### config.mk
export PLATFORM = sky130hd
export DESIGN_NAME = shared_mem_arbiter_flat
export DESIGN_NICKNAME = d
export VERILOG_FILES = /design/src/rtl/shared_mem_arbiter_pkg.sv /design/src/rtl/shared_mem_arbiter_if.sv /design/src/rtl/shared_mem_arbiter_arb_rr2.sv /design/src/rtl/shared_mem_arbiter.sv /design/src/flat_wrapper.sv
export SDC_FILE = /design/constraint.sdc
export NUM_CORES = 1
export LEC_CHECK = 0
export CAP_MARGIN = 20
export CELL_PAD_IN_SITES_DETAIL_PLACEMENT = 0
export CELL_PAD_IN_SITES_GLOBAL_PLACEMENT = 1
export CORE_UTILIZATION = 32
export CTS_CLUSTER_SIZE = 12
export DETAILED_ROUTE_END_ITERATION = 8
export HOLD_SLACK_MARGIN = 0.12
export PLACE_DENSITY = 0.82
export RECOVER_POWER = 50
export SYNTH_ARGS = -nofsm -noshare
export SYNTH_HDL_FRONTEND = slang
export SYNTH_SLANG_ARGS = --single-unit
### constraint.sdc
create_clock -name clk -period 6.2 [get_ports clk]
set_input_delay 0.62 -clock clk [delete_from_list [all_inputs] [get_ports clk]]
set_output_delay 0.62 -clock clk [all_outputs]
set_load 0.01 [all_outputs]
### src/rtl/shared_mem_arbiter_pkg.sv
// Shared types for the fetch/data unified-memory arbiter: FSM states, grant
// identities, latched operation codes and the wait-counter width.
package mem_arb_pkg;

    typedef enum logic [1:0] {
        IDLE = 2'd0,
        BUSY = 2'd1,
        RESP = 2'd2
    } state_t;

    typedef enum logic {
        FETCH = 1'b0,
        DATA  = 1'b1
    } grant_t;

    typedef enum logic [1:0] {
        OP_FETCH = 2'd0,
        OP_READ  = 2'd1,
        OP_WRITE = 2'd2
    } op_t;

    // Wide enough for LATENCY-1 with LATENCY up to 15.
    localparam int CNT_W = 4;

    // A data request with d_wr set is a write even if d_rd is also high.
    function automatic op_t decode_op(input grant_t g, input logic d_wr);
        op_t op;
        op = OP_FETCH;
        if (g == DATA) begin
            op = d_wr ? OP_WRITE : OP_READ;
        end
        return op;
    endfunction

endpackage

### src/rtl/shared_mem_arbiter_if.sv
// Requester and memory-side signals of the arbiter; slave is the arbiter's
// view, master is the view of the core plus memory model driving it.
interface shared_mem_arbiter_if #(
    parameter int AW = 32,
    parameter int DW = 32
);
    logic          if_req;
    logic [AW-1:0] if_adr;
    logic [DW-1:0] if_rdata;
    logic          if_ready;

    logic          d_rd;
    logic          d_wr;
    logic [AW-1:0] d_adr;
    logic [DW-1:0] d_wdata;
    logic [DW-1:0] d_rdata;
    logic          d_ready;

    logic [AW-1:0] m_adr;
    logic [DW-1:0] m_wdata;
    logic [DW-1:0] m_rdata;
    logic          m_read;
    logic          m_write;

    modport slave (
        input  if_req, if_adr, d_rd, d_wr, d_adr, d_wdata, m_rdata,
        output if_rdata, if_ready, d_rdata, d_ready,
               m_adr, m_wdata, m_read, m_write
    );

    modport master (
        output if_req, if_adr, d_rd, d_wr, d_adr, d_wdata, m_rdata,
        input  if_rdata, if_ready, d_rdata, d_ready,
               m_adr, m_wdata, m_read, m_write
    );
endinterface

### src/rtl/shared_mem_arbiter_arb_rr2.sv
// Two-way round-robin picker: a lone requester wins outright, a tie goes to
// the port opposite the last completed grant.
module arb_rr2
    import mem_arb_pkg::*;
(
    input  logic       clk,
    input  logic       rst,
    input  logic [1:0] req_i,
    input  logic       upd_i,
    input  grant_t     upd_grant_i,
    output grant_t     grant_o
);

    grant_t last_grant_q;

    always_comb begin
        grant_o = FETCH;
        if (req_i == 2'b11) begin
            grant_o = (last_grant_q == FETCH) ? DATA : FETCH;
        end else if (req_i[1]) begin
            grant_o = DATA;
        end
    end

    // Starting at FETCH lets data win the very first tie after reset.
    always_ff @(posedge clk or posedge rst) begin
        if (rst) begin
            last_grant_q <= FETCH;
        end else if (upd_i) begin
            last_grant_q <= upd_grant_i;
        end
    end

endmodule

### src/rtl/shared_mem_arbiter.sv
// Sequences one single-port memory between instruction fetch and the data
// port: grant, hold the access for LATENCY cycles, then pulse ready once.
module shared_mem_arbiter
    import mem_arb_pkg::*;
#(
    parameter int LATENCY = 2,
    parameter int AW      = 32,
    parameter int DW      = 32
) (
    input  logic                 clk,
    input  logic                 rst,
    shared_mem_arbiter_if.slave  bus,
    output logic                 busy,
    output logic [31:0]          stall_cnt
);

    localparam logic [CNT_W-1:0] CNT_LOAD = CNT_W'(LATENCY - 1);

    state_t           state_q;
    grant_t           grant_q;
    grant_t           pick;
    op_t              op_q;
    logic [CNT_W-1:0] cnt_q;
    logic [AW-1:0]    adr_q;
    logic [DW-1:0]    wdata_q;
    logic [DW-1:0]    if_rdata_q;
    logic [DW-1:0]    d_rdata_q;
    logic             m_read_q;
    logic             m_write_q;
    logic             if_ready_q;
    logic             d_ready_q;
    logic [31:0]      stall_q;
    logic [31:0]      stall_d;
    logic             d_req;
    logic [1:0]       req;
    logic             pending;

    assign d_req = bus.d_rd | bus.d_wr;
    assign req   = {d_req, bus.if_req};

    arb_rr2 u_arb (
        .clk         (clk),
        .rst         (rst),
        .req_i       (req),
        .upd_i       (state_q == RESP),
        .upd_grant_i (grant_q),
        .grant_o     (pick)
    );

    // A ready pulse ends that port's stall in the same cycle, and a cycle
    // with both ports waiting counts once.
    assign pending = (bus.if_req & ~if_ready_q) | (d_req & ~d_ready_q);
    assign stall_d = (pending && (stall_q != 32'hFFFF_FFFF)) ? stall_q + 32'd1 : stall_q;

    always_ff @(posedge clk or posedge rst) begin
        if (rst) begin
            state_q    <= IDLE;
            grant_q    <= FETCH;
            op_q       <= OP_FETCH;
            cnt_q      <= '0;
            adr_q      <= '0;
            wdata_q    <= '0;
            if_rdata_q <= '0;
            d_rdata_q  <= '0;
            m_read_q   <= 1'b0;
            m_write_q  <= 1'b0;
            if_ready_q <= 1'b0;
            d_ready_q  <= 1'b0;
            stall_q    <= '0;
        end else begin
            if_ready_q <= 1'b0;
            d_ready_q  <= 1'b0;
            stall_q    <= stall_d;
            case (state_q)
                IDLE: begin
                    if (req != 2'b00) begin
                        grant_q   <= pick;
                        op_q      <= decode_op(pick, bus.d_wr);
                        adr_q     <= (pick == DATA) ? bus.d_adr : bus.if_adr;
                        wdata_q   <= (pick == DATA) ? bus.d_wdata : '0;
                        m_read_q  <= !((pick == DATA) && bus.d_wr);
                        // With a one-cycle access the first BUSY cycle is also the last.
                        m_write_q <= (pick == DATA) && bus.d_wr && (LATENCY == 1);
                        cnt_q     <= CNT_LOAD;
                        state_q   <= BUSY;
                    end
                end
                BUSY: begin
                    if (cnt_q == '0) begin
                        if (grant_q == DATA) begin
                            d_rdata_q <= bus.m_rdata;
                            d_ready_q <= 1'b1;
                        end else begin
                            if_rdata_q <= bus.m_rdata;
                            if_ready_q <= 1'b1;
                        end
                        m_read_q  <= 1'b0;
                        m_write_q <= 1'b0;
                        state_q   <= RESP;
                    end else begin
                        cnt_q     <= cnt_q - 1'b1;
                        m_write_q <= (op_q == OP_WRITE) && (cnt_q == CNT_W'(1));
                    end
                end
                RESP: begin
                    state_q <= IDLE;
                end
                default: begin
                    state_q <= IDLE;
                end
            endcase
        end
    end

    assign bus.m_adr    = adr_q;
    assign bus.m_wdata  = wdata_q;
    assign bus.m_read   = m_read_q;
    assign bus.m_write  = m_write_q;
    assign bus.if_rdata = if_rdata_q;
    assign bus.if_ready = if_ready_q;
    assign bus.d_rdata  = d_rdata_q;
    assign bus.d_ready  = d_ready_q;
    assign busy         = (state_q != IDLE);
    assign stall_cnt    = stall_q;

endmodule

### src/flat_wrapper.sv
// flat-port wrapper written by rule: the top's interface ports become plain ports
module shared_mem_arbiter_flat import mem_arb_pkg::*;
#(
    parameter int LATENCY = 2,
    parameter int AW      = 32,
    parameter int DW      = 32
)
  (clk, rst, busy, stall_cnt, bus_if_req, bus_if_adr, bus_d_rd, bus_d_wr, bus_d_adr, bus_d_wdata, bus_m_rdata, bus_if_rdata, bus_if_ready, bus_d_rdata, bus_d_ready, bus_m_adr, bus_m_wdata, bus_m_read, bus_m_write);
  shared_mem_arbiter_if #(.AW(AW), .DW(DW)) bus_i ();
  input  logic clk;
  input  logic rst;
  output logic busy;
  output logic [31:0] stall_cnt;
  input wire logic [$bits(bus_i.if_req)-1:0] bus_if_req;
  input wire logic [$bits(bus_i.if_adr)-1:0] bus_if_adr;
  input wire logic [$bits(bus_i.d_rd)-1:0] bus_d_rd;
  input wire logic [$bits(bus_i.d_wr)-1:0] bus_d_wr;
  input wire logic [$bits(bus_i.d_adr)-1:0] bus_d_adr;
  input wire logic [$bits(bus_i.d_wdata)-1:0] bus_d_wdata;
  input wire logic [$bits(bus_i.m_rdata)-1:0] bus_m_rdata;
  output wire logic [$bits(bus_i.if_rdata)-1:0] bus_if_rdata;
  output wire logic [$bits(bus_i.if_ready)-1:0] bus_if_ready;
  output wire logic [$bits(bus_i.d_rdata)-1:0] bus_d_rdata;
  output wire logic [$bits(bus_i.d_ready)-1:0] bus_d_ready;
  output wire logic [$bits(bus_i.m_adr)-1:0] bus_m_adr;
  output wire logic [$bits(bus_i.m_wdata)-1:0] bus_m_wdata;
  output wire logic [$bits(bus_i.m_read)-1:0] bus_m_read;
  output wire logic [$bits(bus_i.m_write)-1:0] bus_m_write;
  assign bus_i.if_req = bus_if_req;
  assign bus_i.if_adr = bus_if_adr;
  assign bus_i.d_rd = bus_d_rd;
  assign bus_i.d_wr = bus_d_wr;
  assign bus_i.d_adr = bus_d_adr;
  assign bus_i.d_wdata = bus_d_wdata;
  assign bus_i.m_rdata = bus_m_rdata;
  assign bus_if_rdata = bus_i.if_rdata;
  assign bus_if_ready = bus_i.if_ready;
  assign bus_d_rdata = bus_i.d_rdata;
  assign bus_d_ready = bus_i.d_ready;
  assign bus_m_adr = bus_i.m_adr;
  assign bus_m_wdata = bus_i.m_wdata;
  assign bus_m_read = bus_i.m_read;
  assign bus_m_write = bus_i.m_write;
  shared_mem_arbiter #(.LATENCY(LATENCY), .AW(AW), .DW(DW)) u_core (.clk(clk), .rst(rst), .bus(bus_i), .busy(busy), .stall_cnt(stall_cnt));
endmodule
* Word level (Yosys, flattened, before mapping)
Cells that the tools add are included.
Widths: inputs -> output; s select.
** Word-level totals
- Flip-flop bits (word level) :: 174
- Input bits :: 133
** Operators by class
- Reductions and logical operators :: 16
- Mux-type cells :: 25
- Add/subtract/negate cells :: 2
- Bitwise logic cells :: 7
- Eq/ne operators :: 9
** Operators by type and width (number)
- $mux 32 :: 2
- $add 32x1->32 const B :: 1
- $ne 32x32->1 const B :: 1
- $mux 1 :: 13
- $reduce_and 3->1 :: 4
- $mux 2 :: 4
- $mux 4 :: 2
- $pmux 4 s2 :: 1
- $eq 2x2->1 const B :: 3
- $reduce_and 2->1 :: 3
- $reduce_bool 2->1 :: 3
- $eq 4x1->1 const B :: 1
- $logic_not 4->1 :: 1
- $ne 2x1->1 const B :: 2
- $pmux 1 s2 :: 2
- $pmux 2 s2 :: 1
- $sub 4x1->4 const B :: 1
- $logic_and 1x1->1 :: 3
- $not 1->1 :: 3
- $and 1x1->1 :: 2
- $eq 2x1->1 const B :: 1
- $logic_not 2->1 :: 1
- $ne 2x2->1 const B :: 1
- $or 1x1->1 :: 2
- $logic_not 1->1 :: 1

* Depth between registers and ports, before layout
Gate-level depths: netlist (run 1).
- Depth in word-level cells :: 7
- Mapped depth :: 7
- Mapped depth without buffers :: 6

* By module
A second synthesis (run 1) with hierarchy kept.
** Unflattened totals
- Cells, all modules :: 629
- Area, all modules :: 7278.2 um^2
** Modules (own cells, without submodules)
- shared_mem_arbiter :: cells an instance 625, seq. area each 4329.2 um^2, area an instance 7226.9 um^2, times used 1
- arb_rr2 :: cells an instance 4, seq. area each 25.0 um^2, area an instance 51.3 um^2, times used 1

* Worst setup path after synthesis (run 1)
No wires, ideal clock.
- Kind :: register -> register
- Start point :: register u_core.stall_q[0] (netlist: u_core.stall_cnt[0])
- End point :: register u_core.stall_q[27] (netlist: u_core.stall_cnt[27])
- Arrival time :: 1.684 ns
- Stages on the path, launching flop included :: 8
- Library setup time :: 0.132 ns
- Path slack :: 4.384 ns
- Period minus slack after synthesis :: 1.816 ns
- Required time :: 6.068 ns
- Path through :: dfrtp_1 -> ha_1 -> nand3_2 -> nor4_4 -> and3_4 -> buf_6 -> nor3_1 -> xor2_1
** On the way
- Word-level cells in the longest chain between the ends :: 2
- Elaborated cells on any way between the ends :: 3
- Classes of those cells :: add/sub: 1; eq/ne: 1; reduce/logical: 1
** RTL lines
- start: declaration :: RTL line shared_mem_arbiter.sv:32 : logic [31:0] stall_q;
- start signal: assignment :: RTL line shared_mem_arbiter.sv:73 : stall_q <= stall_d;
- branches (longest 2 deep; another with $add 32x1->32)
Parallel ways; which one is timed is not known.
A chain may end at the register's enable or synchronous reset.

==> results of run 1 <==
cell type report:
| type | instances | area, um2 | share of cell area |
|---|---|---|---|
| Sequential cell | 174 | 4350 | 0.392 |
| Timing Repair Buffer | 305 | 3040 | 0.274 |
| Multi-Input combinational cell | 446 | 2750 | 0.248 |
| Clock buffer | 20 | 447 | 0.0402 |
| Tap cell | 280 | 350 | 0.0316 |
| Clock inverter | 12 | 129 | 0.0116 |
| Inverter | 7 | 27.5 | 0.00248 |
cells by family after synthesis:
kind of cell               Yosys count  synth area share
AOI/OAI and AO/OA                   51            0.0479
adders and majority gates            4           0.00687
and+or+nand+nor                    294             0.184
DFF                                174             0.597
buffers and inverters               39            0.0247
muxes                               66             0.102
xor gates and xnor gates            31            0.0372
routing by layer:
layer,global-route usage,up-vias
met3,0.0598,14
met2,0.294,180
met1,0.212,2792
met5,0,-
li1,-,2831
met4,0.0515,0
sequential cells by signal, summed over array words and instances (netlist names):
name                       cells
u_core.bus.if_rdata           32
u_core.bus.m_read              1
u_core.stall_cnt              32
u_core.bus.m_adr              32
u_core.bus.d_ready             1
u_core.bus.m_write             1
u_core.cnt_q                   4
u_core.bus.m_wdata            32
u_core.state_q                 2
u_core.u_arb.last_grant_q      1
u_core.grant_q                 1
u_core.bus.d_rdata            32
u_core.op_q                    2
u_core.bus.if_ready            1
critical path, delay by kind of cell:
kind | cells | cell delay, ns
buffers and inverters | 3 | 3.00
through the flow:
step	utilization	power, mW
final	0.502	5.01
after global routing	0.502	5.36
after CTS	0.503	5.26
after detailed placement	0.477	4.17
after global placement	0.477	4.14
after floorplan	-	2.94
power groups by stage:
stage	Clock [mW]	Sequential [mW]	Combinational (mW)
6_report	1.06	1.87	2.08
5_1_grt	1.14	1.94	2.28
4_1_cts	1.09	1.90	2.27
3_5_place_dp	0	1.91	2.26
3_3_place_gp	0	1.90	2.24
2_1_floorplan	0	2.09	0.848
how the worst max path moves through the flow:
stage	from	end	slack, ns	cells past startpoint
final	rst	u_core.bus.if_rdata[31]$_DFFE_PP0P_	3.00	3
after global routing	rst	u_core.bus.d_rdata[31]$_DFFE_PP0P_	2.40	3
after CTS	bus_if_req	u_core.bus.m_adr[24]$_DFFE_PP0P_	3.54	6
after detailed placement	bus_if_req	u_core.bus.m_adr[19]$_DFFE_PP0P_	3.10	5
after global placement	bus_if_req	u_core.bus.m_adr[27]$_DFFE_PP0P_	3.19	5
after floorplan	rst	u_core.bus.d_rdata[0]$_DFFE_PP0P_	0.86	1
layout by cell type, fill, tap and decap left out, types with 2 or more instances in the layout:
| master | instances |
|---|---|
| nor4_1 | 3 |
| a21oi_4 | 2 |
| o21ai_0 | 4 |
| clkinv_4 | 3 |
| inv_6 | 5 |
| clkbuf_16 | 17 |
| a21oi_1 | 2 |
| nor2_1 | 46 |
| clkbuf_1 | 3 |
| a31oi_1 | 34 |
| nand3_1 | 42 |
| inv_1 | 6 |
| and4_1 | 3 |
| mux2_2 | 66 |
| o22ai_1 | 2 |
| nor2b_1 | 3 |
| xnor2_1 | 11 |
| nand4_1 | 10 |
| and3_1 | 4 |
| nor3_1 | 13 |
| clkdlybuf4s50_1 | 165 |
| ha_1 | 4 |
| nand2b_1 | 2 |
| dlygate4sd3_1 | 132 |
| buf_4 | 6 |
| nand2_1 | 155 |
| xor2_1 | 20 |
| dfrtp_1 | 174 |
| nand3_2 | 2 |
==> impl_metrics.ini, run 1 <==
[cells_and_area]
final_cells = 1244
drive_above_1_share = 0.122
syn_to_final_growth_pct = 52.3
n_fill_cell = 2036
nNetsFinal = 1088
num_antenna_cells = 0
fin_area_um2 = 11100

[die]
rows = 54
die-area_um2 = 23400
die_w_um = 153
die_h_um = 153
ioPinCount = 298
core_area_um2 = 22100
start_util = 0.330

[worst_hold_path]
holdCritStartpoint = u_core.bus.m_wdata[13]$_DFFE_PP0P_
min_path_type = reg2reg
whs_path_depth = 2
holdPathEnd = u_core.bus.m_wdata[13]$_DFFE_PP0P_

[sta]
worst_pin_slew_ns = 2.82
maxSlewViolCount = 98
rsz0062_at_grt = no
max_freq_ghz = 0.312
whs_ns = 0.459
fin_crit_sh = 0.517
finalSetupViolations = 0
hold_viol_final = 0
tns_ns = 0
fin_crit_ns = 3.20
worst_slew_margin_rel = -0.890
skew_ns = 0.0115
finalWorstSetupSlack_ns = 3.00

[synthesis]
async_reset_ff_frac = 1.00
synthFlopType = dfrtp_1
yosysTopAreaCell = dfrtp_1
synthesis.nets = 796
post-synth-top-count-cell = dfrtp_1
netlist_area_um2 = 7290
synth_edf_count = 0
ys_top_cells_by_count = dfrtp_1 (174), nand2_1 (155), mux2_2 (66), nor2_1 (45), nand3_1 (42)
ys_top_cells_by_area = dfrtp_1 (60%), mux2_2 (10%), nand2_1 (8.0%)
ys_ff_latch = 174
synthCells = 659
syn_avg_cell_area_um2 = 11.1
synthDistinctLibCells = 47
synth_top_area_share = 0.597
ys_seq_area_frac = 0.597
synth_warnings = 0

[placed_design]
hpwl_mm = 13.6
place_inst = 1211
finalWeightedCongestion = 0.753
placedInstanceArea_um2 = 10500
pre_cts_slack_ns = 3.10
io_buffers = 297

[setup_path]
ff2ff_setup_slack_ns = 3.19
path_cells = dlygate4sd3_1 > clkinvlp_2 > buf_4
reg2reg_from = u_core.cnt_q[0]$_DFFE_PP0P_
r2r-end = u_core.bus.d_rdata[3]$_DFFE_PP0P_
cp.required_ns = 6.67
critPathMaxFanout = 63
crit_slowest_cell = clkinvlp_2
cp-start-kind = primary input
cp_slowest_stage_delay_ns = 1.61
critPathArrivalTime_ns = 3.67
reg2regPathDepth = 6
crit_type = in2async
crit_path_end_kind = asynchronous set/reset pin

[clock_network]
numCtsBuffers = 17
ctsResizeCount = 0
cts_buffer_depth = 2
cts_hold_buf = 0
cts_tree = built
cts.sinks = 174
cts_setup_buffers = 0
clk_latency_ns = 0.43
cts-htree-levels = 4
clk_pin_slew_ns = 0.07
root_buffer = clkbuf_16

[routing]
drt_wl_total_mm = 19.6
via_per_inst = 4.68
drtPass1Iterations = 5
top_layer_used = met4
dr_total_vias = 5817
wl_met2_mm = 9.80
drtIter0Drc = 208
antenna_left = 0
drcViolationCount = 0
route.met3.wl_mm = 1.43
wl_met1_mm = 8.18
wl_per_cell_um = 15.8

[pwr]
ir_drop_uv = 220
power.share.clock = 0.211
internal_power_mw = 3.29
leakage_nw = 4.87
p_seq_frac = 0.373
swShare = 0.345
combPwrFrac = 0.415
net-switching-power_mw = 1.73
p_per_area_nw_per_um2 = 452

[grt]
grt_pass1_wl_mm = 32.1
antenna_found_initial = 0
grt_max_degree = 66
gr-usage-all-layers = 0.175
overflow = 0
grt_pass1_vias = 5949

[run_status]
status = finished with violations
violations = capacitance limit, slew limit

[flow_run]
cap_violations = 2
Note: power is estimated with default switching activity, not from simulation.
==> inputs of run 2 (changes only) <==
- clock period: 6.2 -> 3.21 ns (I/O delays scaled with it)
==> run 2 against run 1 <==
- the flow now finishes without violations
- largest power group unchanged
- sequential power rose by 94%
- hold slack got worse by 0.016 ns
- critical path depth did not move
- routed wire length fell by 0.43%
==> impl_metrics.ini, run 2 (same netlist as run 1, synthesis figures left out) <==
[die]
rows = 54
die_w_um = 153
core_area_um2 = 22100
start_util = 0.330
die_h_um = 153
ioPinCount = 298
die-area_um2 = 23400

[setup_path]
critPathMaxFanout = 84
cp_slowest_stage_delay_ns = 1.06
crit_type = in2async
crit_path_end_kind = asynchronous set/reset pin
ff2ff_setup_slack_ns = 1.03
cp.required_ns = 3.56
path_cells = dlygate4sd3_1 > clkinvlp_2 > clkbuf_4
critPathArrivalTime_ns = 2.68
cp-start-kind = primary input
cp_top_family = buffers and inverters
crit_slowest_cell = clkbuf_4
crit_buf_inv = 3

[clock_network]
cts_hold_buf = 0
cts_tree = built
cts-htree-levels = 4
cts_setup_buffers = 0
ctsResizeCount = 0
root_buffer = clkbuf_16
clk_latency_ns = 0.42
cts.sinks = 174
numCtsBuffers = 17
clk_pin_slew_ns = 0.07
cts_buffer_depth = 2

[grt]
gr-usage-all-layers = 0.175
grt_pass1_wl_mm = 32.7
overflow = 0
grt_max_degree = 98
grt_pass1_vias = 6140
antenna_found_initial = 0

[sta]
max_freq_ghz = 0.429
fin_crit_ns = 2.33
fin_crit_sh = 0.725
maxSlewViolCount = 0
worst_pin_slew_ns = 1.17
worst_slew_margin_rel = 0.219
rsz0062_at_grt = no
finalSetupViolations = 0
skew_ns = 0.0135
hold_viol_final = 0
tns_ns = 0

[routing]
antenna_left = 0
wl_per_cell_um = 15.7
via_per_inst = 4.70
drt_wl_total_mm = 19.5
drtIter0Drc = 215
drcViolationCount = 0
dr_total_vias = 5841
drtPass1Iterations = 4

[pwr]
p_total_mw = 9.75
leakage_nw = 4.84
ir_drop_uv = 349
p_per_area_nw_per_um2 = 875

[placed_design]
placedInstanceArea_um2 = 10600
hpwl_mm = 13.7
io_buffers = 297
finalWeightedCongestion = 0.723

[cells_and_area]
n_fill_cell = 2043
syn_to_final_growth_pct = 52.8
num_antenna_cells = 0
regArea_um2 = 4350
final_cell_mix = clkdlybuf4s50_1 (217), dfrtp_1 (174), nand2_1 (155)
layout.cells.most_common = clkdlybuf4s50_1
drive_above_1_share = 0.128
fin_area_um2 = 11100
nNetsFinal = 1090
multi_input_area_um2 = 2780

[run_status]
status = finished, final reports clean

[worst_hold_path]
min_path_type = in2reg

[flow_run]
cap_violations = 0
[run 2: cell count changes in the layout (fill, tap and decap cells not counted), sizes merged]
| cell | previous run | this run |
|---|---|---|
| inv | 11 | 9 |
| dlygate4sd3 | 132 | 80 |
| clkbuf | 21 | 20 |
| clkinvlp | 2 | 6 |
| buf | 7 | 9 |
| clkdlybuf4s50 | 165 | 217 |
| clkinv | 5 | 2 |
[run 2: worst paths after layout]
kind | depth (start not counted) | from | end
max reg2reg | 6 | u_core.cnt_q[0]$_DFFE_PP0P_ | u_core.bus.if_rdata[27]$_DFFE_PP0P_
min in group asynchronous | 2 | rst | u_core.bus.if_rdata[13]$_DFFE_PP0P_
max in group clk | 6 | u_core.cnt_q[0]$_DFFE_PP0P_ | u_core.bus.if_rdata[27]$_DFFE_PP0P_
min reg2reg | 2 | u_core.bus.m_wdata[30]$_DFFE_PP0P_ | u_core.bus.m_wdata[30]$_DFFE_PP0P_
min | 3 | bus_d_wdata[17] | u_core.bus.m_wdata[17]$_DFFE_PP0P_
max | 3 | rst | u_core.bus.d_rdata[2]$_DFFE_PP0P_
[run 2: area by class of cell]
cell class | count | area share
sequential | 174 | 0.391
tap | 280 | 0.0314
clock buffer | 19 | 0.0398
inverter | 7 | 0.00247
timing repair buffer | 307 | 0.276
multi-input combinational | 446 | 0.250
clock inverter | 11 | 0.0100
[run 2: where the power goes]
group	total, mW	switching (mW)	leakage, nW	internal [mW]
clock network	1.98	0.885	0.255	1.09
logic	4.15	1.89	2.46	2.26
registers	3.62	0.509	2.12	3.11
total	9.75	3.29	4.84	6.46
[run 2: metrics by stage]
| stage | utilization | setup slack [ns] | hold WS, ns | instances |
|---|---|---|---|---|
| floorplan | - | 0.664 | 0.422 | 659 |
| global placement | 0.480 | 0.996 | 0.450 | 1214 |
| detailed placement | 0.480 | 0.953 | 0.456 | 1214 |
| CTS | 0.505 | 0.968 | 0.318 | 1244 |
| global route | 0.504 | 0.491 | 0.442 | 1244 |
| finish | 0.504 | 0.881 | 0.443 | 1244 |
[run 2: worst register-to-register path, stage by stage (launching register included)]
cell and delay [ns]:
dfrtp_1 0.42, inv_1 0.10, ha_1 0.15, and3_1 0.19, nor2b_4 0.55, buf_4 0.30, mux2_2 0.35
[run 2: metal layers]
| metal | GRT usage | up-vias | wire length [um] |
|---|---|---|---|
| li1 | - | 2835 | - |
| met1 | 0.212 | 2802 | 8350 |
| met2 | 0.299 | 189 | 9650 |
| met3 | 0.0533 | 15 | 1300 |
| met4 | 0.0481 | 0 | 242 |
| met5 | 0 | - | 0 |
==> inputs of run 3 (changes only) <==
- CORE_UTILIZATION: 32 -> 29
- PLACE_DENSITY: 0.82 -> 0.79
- clock period: 3.21 -> 2.03 ns (I/O delays scaled with it)
==> run 3 against run 2 <==
- core utilization shrank 3.8 points
- critical path depth shrank 1
- cell area grew 2.4%
- clock skew shrank 0.0045 ns
- hold slack lost 0.12 ns
- sequential share of layout area shrank 0.90 points
- register-to-register slack lost 0.87 ns
==> impl_metrics.ini, run 3 (same netlist as run 1, synthesis figures left out) <==
[cells_and_area]
num_antenna_cells = 0
drive_above_1_share = 0.140
multi_input_area_um2 = 2790
nNetsFinal = 1105
final_cell_mix = clkdlybuf4s50_1 (227), dfrtp_1 (174), nand2_1 (155)
regArea_um2 = 4350
n_fill_cell = 2321
layout.cells.most_common = clkdlybuf4s50_1
syn_to_final_growth_pct = 56.5
utilization = 0.466

[pwr]
swShare = 0.334
p_per_area_nw_per_um2 = 1400
power.share.clock = 0.215
ir_drop_uv = 597
internal_power_mw = 10.6
leakage_nw = 4.95
combPwrFrac = 0.427
p_seq_frac = 0.358
net-switching-power_mw = 5.34

[sta]
worst_slew_margin_rel = 0.615
finalSetupViolations = 0
tns_ns = 0
fin_crit_ns = 1.91
maxSlewViolCount = 0
skew_ns = 0.00896
finalWorstSetupSlack_ns = 0.124
rsz0062_at_grt = no
max_freq_ghz = 0.525
hold_viol_final = 0
fin_crit_sh = 0.939
worst_pin_slew_ns = 0.575

[clock_network]
clk_pin_slew_ns = 0.07
numCtsBuffers = 17
cts-htree-levels = 4
cts_setup_buffers = 0
cts_buffer_depth = 2
clk_latency_ns = 0.43
root_buffer = clkbuf_16
cts_tree = built
cts.sinks = 174

[placed_design]
hpwl_mm = 14.4
io_buffers = 297
finalWeightedCongestion = 0.773
pre_cts_slack_ns = 0.0719

[routing]
drt_wl_total_mm = 20.4
dr_total_vias = 5981
drcViolationCount = 0
wl_per_cell_um = 15.6
via_per_inst = 4.59
antenna_left = 0
drtPass1Iterations = 4
drtIter0Drc = 390

[flow_run]
cap_violations = 0

[die]
ioPinCount = 298
core_area_um2 = 24500
die_w_um = 161
die-area_um2 = 25800
rows = 57
start_util = 0.298
die_h_um = 161

[setup_path]
cp-start-kind = flip-flop
critPathMaxFanout = 4
cp_slowest_stage_delay_ns = 0.54
cp-startpoint = u_core.state_q[0]$_DFFE_PP0P_
reg2reg_from = u_core.stall_cnt[1]$_DFFE_PP0P_
crit_slowest_cell = clkdlybuf4s50_1
crit_type = reg2out
path_cells = or2_2 > clkdlybuf4s50_1
critPathArrivalTime_ns = 1.70
reg2regPathDepth = 6
crit_path_end_kind = primary output
cp.required_ns = 1.83

[grt]
grt_pass1_vias = 6101
overflow = 0
antenna_found_initial = 0
grt_pass1_wl_mm = 33.1
grt_max_degree = 65
gr-usage-all-layers = 0.162

[worst_hold_path]
min_path_type = in2reg
holdCritStartpoint = bus_d_wdata[18]
whs_path_depth = 3

[run_status]
status = finished, final reports clean
==> run 3: cell types whose count changed in the layout (fill, tap and decap cells not counted), sizes merged <==
cell	before	now
buf	9	21
clkdlybuf4s50	217	227
dlygate4sd3	80	71
clkbuf	20	23
clkinvlp	6	3
bufinv	1	3
inv	9	10
==> run 3: path summary, 6_finish.rpt <==
kind	end	slack, ns
max reg2reg	u_core.stall_cnt[22]$_DFFE_PP0P_	0.16
max in group asynchronous	u_core.bus.m_adr[13]$_DFFE_PP0P_	0.32
min reg2reg	u_core.bus.m_wdata[7]$_DFFE_PP0P_	0.46
min	u_core.bus.m_wdata[18]$_DFFE_PP0P_	0.32
min in group asynchronous	u_core.stall_cnt[2]$_DFFE_PP0P_	0.82
max	busy	0.12
==> run 3: layout make-up <==
| class | instances | share of cell area |
|---|---|---|
| clock buffer | 20 | 0.0392 |
| clock inverter | 11 | 0.0137 |
| inverter | 7 | 0.00241 |
| multi-input combinational | 446 | 0.244 |
| sequential | 174 | 0.382 |
| tap | 324 | 0.0355 |
| timing repair buffer | 322 | 0.283 |
==> run 3: layer usage <==
layer  vias up  global-route usage  share of wire
li1       2870                   -              -
met1      2895               0.204           0.43
met2       183               0.265           0.48
met3        33              0.0434          0.057
met4         0              0.0628          0.026
met5         -                   0              0
==> run 3: timing repair <==
action                     CTS  global route
hold buffers                 1             0
setup endpoints to repair    0             1
hold endpoints to repair     8             0
resized for setup            0             1
==> run 3: stage by stage <==
step                power [mW]  area, um2  cells  hold slack, ns
finish                    16.0      11400   1304           0.320
CTS                       16.5      11400   1304           0.299
global placement          12.9      10800   1272           0.450
floorplan                 8.98       7290    659           0.304
detailed placement        13.0      10800   1272           0.455
global route              17.0      11400   1304           0.307
==> run 3: critical path: cells and delay by family (launching register included) <==
family | cells | cell delay (ns)
buffers and inverters | 1 | 0.54
DFF | 1 | 0.40
and+or+nand+nor | 1 | 0.35
==> run 3: power by group through the flow <==
stage	logic [mW]	clock network, mW	registers (mW)
global placement	7.14	0	5.76
CTS	7.23	3.54	5.76
detailed placement	7.20	0	5.81
floorplan	2.59	0	6.39
global route	7.41	3.66	5.92
finish	6.82	3.43	5.71
